**src/rtl/blip_conditioner.sv**
```systemverilog
// Hall/commutation blip front-end: two-flop synchroniser, qualification filter,
// rising-edge strobe, edge-to-edge period measurement and stall detection.
// Optional glitch counter is built only when BLIP_GLITCH_CNT_EN is defined.
module blip_conditioner #(
   parameter int FILTER_CYCLES  = 16,
   parameter int TIMEOUT_CYCLES = 50000000,
   parameter int PERIOD_W       = 32
) (
   input  logic                clk50M,
   input  logic                rst_n,
   input  logic                blips_raw,
   output logic                blips,
   output logic                blip_pulse,
   output logic [PERIOD_W-1:0] period,
   output logic                period_valid,
   output logic                stalled,
   output logic [15:0]         glitch_count
);

   // state    | meaning
   // ST_STALL | no usable reference edge; next clean edge only arms
   // ST_RUN   | armed; next clean edge publishes a period
   localparam logic [0:0] ST_STALL = 1'b0;
   localparam logic [0:0] ST_RUN   = 1'b1;

   localparam int                 QW     = (FILTER_CYCLES > 2) ? $clog2(FILTER_CYCLES) : 1;
   localparam logic [QW-1:0]       Q_LAST = QW'(FILTER_CYCLES - 1);
   localparam logic [PERIOD_W-1:0] PC_MAX = PERIOD_W'(TIMEOUT_CYCLES);
   localparam logic [PERIOD_W-1:0] PC_PRE = PERIOD_W'(TIMEOUT_CYCLES - 1);

   logic          s1;
   logic          s2;
   logic [QW-1:0] q;
   logic          differ;
   logic          q_done;
   logic          rise_accept;

   logic [PERIOD_W-1:0] pc;
   logic [0:0]          state;

   always_ff @(posedge clk50M or negedge rst_n) begin
      if (!rst_n) begin
         s1 <= 1'b0;
         s2 <= 1'b0;
      end else begin
         s1 <= blips_raw;
         s2 <= s1;
      end
   end

   assign differ      = s2 ^ blips;
   assign q_done      = (q == Q_LAST);
   assign rise_accept = differ & q_done & s2;

   always_ff @(posedge clk50M or negedge rst_n) begin
      if (!rst_n) begin
         blips      <= 1'b0;
         blip_pulse <= 1'b0;
         q          <= '0;
      end else begin
         blip_pulse <= rise_accept;
         if (!differ) begin
            q <= '0;
         end else if (q_done) begin
            blips <= s2;
            q     <= '0;
         end else begin
            q <= q + QW'(1);
         end
      end
   end

`ifdef BLIP_GLITCH_CNT_EN
   // a pulse that dies before qualification completes leaves q non-zero
   logic glitch;
   assign glitch = ~differ & (q != '0);

   always_ff @(posedge clk50M or negedge rst_n) begin
      if (!rst_n) begin
         glitch_count <= 16'd0;
      end else if (glitch && (glitch_count != 16'hFFFF)) begin
         glitch_count <= glitch_count + 16'd1;
      end
   end
`else
   assign glitch_count = 16'd0;
`endif

   // stall is taken on the step into PC_MAX so a spacing of exactly the
   // timeout already sees the disarmed state on the pulse cycle
   always_ff @(posedge clk50M or negedge rst_n) begin
      if (!rst_n) begin
         pc           <= '0;
         period       <= '0;
         period_valid <= 1'b0;
         state        <= ST_STALL;
      end else begin
         period_valid <= 1'b0;
         if (blip_pulse) begin
            pc <= PERIOD_W'(1);
            if (state == ST_RUN) begin
               period       <= pc;
               period_valid <= 1'b1;
            end else begin
               state <= ST_RUN;
            end
         end else if (pc != PC_MAX) begin
            pc <= pc + PERIOD_W'(1);
            if (pc == PC_PRE) begin
               state <= ST_STALL;
            end
         end
      end
   end

   assign stalled = (state == ST_STALL);

endmodule
```
**config.mk**
```make
export PLATFORM = sky130hd
export DESIGN_NAME = blip_conditioner
export DESIGN_NICKNAME = d
export VERILOG_FILES = /design/src/rtl/blip_conditioner.sv
export SDC_FILE = /design/constraint.sdc
export NUM_CORES = 1
export LEC_CHECK = 0
export ABC_AREA = 0
export CORE_UTILIZATION = 55
export CTS_BUF_LIST = sky130_fd_sc_hd__clkbuf_8
export CTS_CLUSTER_SIZE = 28
export DETAILED_ROUTE_END_ITERATION = 16
export PLACE_DENSITY = 0.84
export SETUP_SLACK_MARGIN = 0.15
export SLEW_MARGIN = 30
export SYNTH_ARGS = -nofsm -noshare
export SYNTH_HDL_FRONTEND = slang
export SYNTH_SLANG_ARGS = --single-unit
```
**constraint.sdc**
```tcl
create_clock -name clk50M -period 2.31 [get_ports clk50M]
set_input_delay 0.462 -clock clk50M [delete_from_list [all_inputs] [get_ports clk50M]]
set_output_delay 0.462 -clock clk50M [all_outputs]
set_load 0.005 [all_outputs]
```
After elaboration in Yosys (flattened, before gate mapping). Index checks and enable logic that the tools add are counted.

Register bits after elaboration: 74. Bits of input ports: 3. Output and inout bits: 52. Word-level logic and storage cells: 32.

Add/sub/neg operators: 2. Equality and inequality tests: 3. Multiplexer cells: 9. Bitwise logic cells: 4. Reduce and logical (&&, ||, !) cells: 5.

Operators with widths (count): 32-bit 2-to-1 mux (2); 32-bit by 1-bit adder with 32-bit output (second input constant) (1); 32-bit by 26-bit equality test with 1-bit output (second input constant) (1); 32-bit by 26-bit != test with 1-bit output (second input constant) (1); 4-bit 2-to-1 mux (2); 2-bit AND reduction (3); 1-bit 2-to-1 mux (5); 4-bit by 1-bit adder with 4-bit output (second input constant) (1); 4-bit equality test (second input constant) (1); 2-bit nonzero test (2); 1-bit bitwise AND (2); 1-bit NOT (1); 1-bit XOR (1).

Depth between registers and ports, before layout.
Depth after elaboration: 4. Mapped depth: 7. Gate-level depth less buffers: 6.

Worst setup path after synthesis. OpenSTA, ideal clock, no wires.

Path type: flip-flop to flip-flop. Start: register pc[7]. End: register pc[19]. Library setup time: 128 ps. Arrival: 1755 ps. Data required time: 2182 ps. Path slack: 428 ps. Stages on the path, launching flop included: 6. Buffers on the path: 1. Period minus slack after synthesis: 1882 ps. Path through: dfrtp_1 buf_2 nand4_1 nor4_4 nor4b_1 mux2_1.

Cells in the longest elaborated chain, start to end: 3. Elaborated cells between the ends (all ways): 5. Classes of those cells: add/sub (1); eq/ne (1); mux (2); reduce/logical (1).

Ends and longest elaborated chain: start, declared (line 38) `logic [PERIOD_W-1:0] pc;`; start signal, assigned (line 108) `pc <= pc + PERIOD_W'(1);`; 32-bit by 1-bit adder with 32-bit output (line 108); 32-bit 2-to-1 mux (line 107) `end else if (pc != PC_MAX) begin`; 32-bit 2-to-1 mux (line 99) `if (blip_pulse) begin`.

Parallel ways exist; a longest one is shown, timed or not. The select of a mux whose other input is x is not followed. A chain may end at the register's enable or synchronous reset.

Worst setup path in the final report.
Start: register pc[12]. End: register pc[19].

Same word-level chain as after synthesis.

==> impl_results.md <==
- Gr ovfl total: 0
- Max_cap viols: 0
- Peak supply drop: 0.000436 V
- Outcome: finished clean
- Root buffer cell: clkbuf_8
- RSZ-0062 raised after global routing: no
- Min Hold Slack: 0.138 ns
- Min Clock Period, post-route: between 2 and 2.5 ns
- Worst R2R Start: pc[12]
- Detailed Routing Iterations Pass 1: 4
- Crit. Startpoint: pc[12]
- Netlist cell types: 35
- WL met3: around 230 um
- Leak: 1.88 nW
- Met2 Wirelength: 2830 um
- P per Cell Area: 572 nW/um2
- Sw Share: 23.1%
- Global placement routability congestion: around 0.8
- Clk_skew: roughly 0.005 ns
- Site Rows: 28
- R2R setup slack: ~0.31 ns
- Post-DP HPWL: 4040 um
- Ys Warns: 0
- Startpoint types: flop
- Gr usage total: 21.2%
- CTS tree: yes
- Area contributors post-synth: dfrtp_1 55%, mux2_2 9.7%, xor2_1 5.2%
- Post-CTS Setup Bufs: 0
- Crit share post-route: between 80% and 90%
- Total length of routed wires: 5950 um
- CTS Buffer Depth: 2
- Port bufs: 38
- Worst endpoint required time: between 2 and 3 ns
- Post-CTS Resized: 0
- CP Class: flop to flop
- Nets: about 350
- Largest net degree at the start of global routing: 75
- Vias per inst: 5.33
- Worst Hold Class: primary input to async pin
- Placeable Area: 5920 um2
- Sequential Power Share: between 60 and 70%
- Initial antenna violation count: 0
- Top Metal Used: met4
- Clock share of power: roughly 36%
- Total inserted antenna cells: 0
- Comb power frac: under 10%
- Peak fanout along the critical path: 8
- WL per Instance: 14.2 um
- Worst setup path endpoint: pc[19]
- # setup viols final: 0
- CTS Buf Count: 9
- Clk sink count: 74
- Post-synthesis cell area: 3380 um2
- Mapped Cells: approximately 300
- # IOs: 55
- Global-route wire length before repair: about 10000 um
- Slowest cell on crit path: dfrtp_1
- Peak Freq: 499 MHz
- Sequential share of the synthesized area: 54.8%
- WP data arrival: 2.22 ns
- DR vias: 2239
- CP Capture Type: flop
- Worst-path clk slew: 0.07 ns
- DRT iter0 DRCs: 133
- Area leader, netlist: dfrtp_1
- Cts-stage hold buffer count: 0
- Slew Limit Fails: 0
- Antenna-violating nets left: 0
- Final Hold Vio Count: 0
- CP peak stage delay: 0.47 ns
- Setup TNS: 0 ns
- DR DRC count: 0
- M1 WL: 2830 um
- Area grow syn2layout: 17.3%
- Vias in the first global route: 2204
- Clk_lat worst skew: 0.34 ns
- Yosys reg bits: 74
- Die Ht: slightly above 80 um
- Share of layout cells above drive strength 1: approximately 15%
- H-tree depth: 3
- Starting density of the core: 57.1%
- Share of the synthesized area in the top cell type: 54.8%
- Int Pwr: 1.75 mW
- Crit-path cells: and4_1, nand3_1, nor4_1, buf_4, nor4b_1, mux2_1
- Reg2Reg Depth: 6
- Die width: 80.4 um
- Mean Syn Cell Area: 11.3 um2
- Psw: around 0.52 mW
- Die ar.: 6460 um2
- Reg2Reg Capture Point: pc[19]
power groups by stage:
stage               logic [mW]  registers (mW)  clock network [mW]
floorplan               0.0782            1.38                   0
global placement        0.0774            1.40                   0
detailed placement      0.0804            1.40                   0
CTS                     0.0804            1.38               0.833
global route            0.0928            1.38               0.882
finish                  0.0777            1.38               0.814
metrics by stage:
stage	worst slack [ns]	instance area (um2)	util [%]	power [mW]	cells
after floorplan	0.428	3440	-	1.46	314
after global placement	0.418	3810	64.4	1.48	406
after detailed placement	0.342	3810	64.4	1.48	406
after CTS	0.318	3970	67.0	2.29	420
after global routing	0.165	3970	67.0	2.36	420
final	0.306	3970	67.0	2.27	420
layout make-up:
class	instances	area [um2]
Clock buffer	10	138
Clock inverter	4	15.0
Fill cell	460	1950
Inverter	8	30.0
Multi-Input combinational cell	203	1380
Sequential cell	74	1850
Tap cell	75	93.8
Timing Repair Buffer	46	460
logic make-up (layout without fill, tap and decap cells):
family	after synthesis	after routing	synth area share [%]
simple gates	107	107	17.6
buf+inv	37	68	6.14
compound gates	19	19	3.00
mux	31	31	10.3
other cells	1	16	0.111
flops	74	74	54.8
fa+ha+maj	3	3	1.11
xor+xnor	27	27	6.99
worst min-delay path by stage:
| stage | start | end | slack, ns | cells after the start |
|---|---|---|---|---|
| 4_1_cts | rst_n | period[12] | 0.15 | 2 |
| 3_3_place_gp | s1 | s2 | 0.34 | 0 |
| 6_report | rst_n | period[15] | 0.14 | 2 |
| 3_5_place_dp | s1 | s2 | 0.33 | 0 |
| 5_1_grt | rst_n | period[12] | 0.17 | 2 |
| 2_1_floorplan | rst_n | blip_pulse | 0.17 | 0 |
critical path, delay by kind of cell (launching register included):
family / cells / cell delay (ns)
mux: 1 / 0.32
simple gates: 4 / 0.90
buf+inv: 1 / 0.20
flops: 1 / 0.47
synthesized netlist by cell type (all sizes together):
cell,number
a21oi,7
and3,3
and4,3
buf,20
clkbuf,9
conb,1
dfrtp,74
ha,3
inv,8
mux2,30
mux2i,1
nand2,16
nand2b,1
nand3,14
nand3b,1
nand4,16
nand4b,1
nor2,32
nor2b,2
nor3,3
nor3b,2
nor4,7
nor4b,1
o21ai,10
o21bai,1
o41ai,1
or3,5
xnor2,7
xor2,20
cells in the final DEF, fill, tap and decap left out, drive strengths merged, types with 5 or more instances in the layout:
cell / count
inv: 12
xnor2: 7
dfrtp: 74
nor2: 32
clkdlybuf4s50: 37
xor2: 20
conb: 16
nand2: 16
o21ai: 10
a21oi: 7
nor4: 7
buf: 9
nand4: 16
clkbuf: 10
mux2: 30
nand3: 14
or3: 5
state kept, by name, summed over array words and instances, names as in the netlist:
register and flops:
q 4, s1 1, blips 1, pc 32, state 1, s2 1
period_valid 1, blip_pulse 1, period 32
per-layer routing:
| metal | GRT usage, % | up-vias |
|---|---|---|
| met5 | 0 | - |
| met4 | 8.93 | 0 |
| met3 | 5.45 | 6 |
| met2 | 33.6 | 43 |
| met1 | 27.5 | 1103 |
| li1 | - | 1087 |
Power figures use the tool's default switching activity.
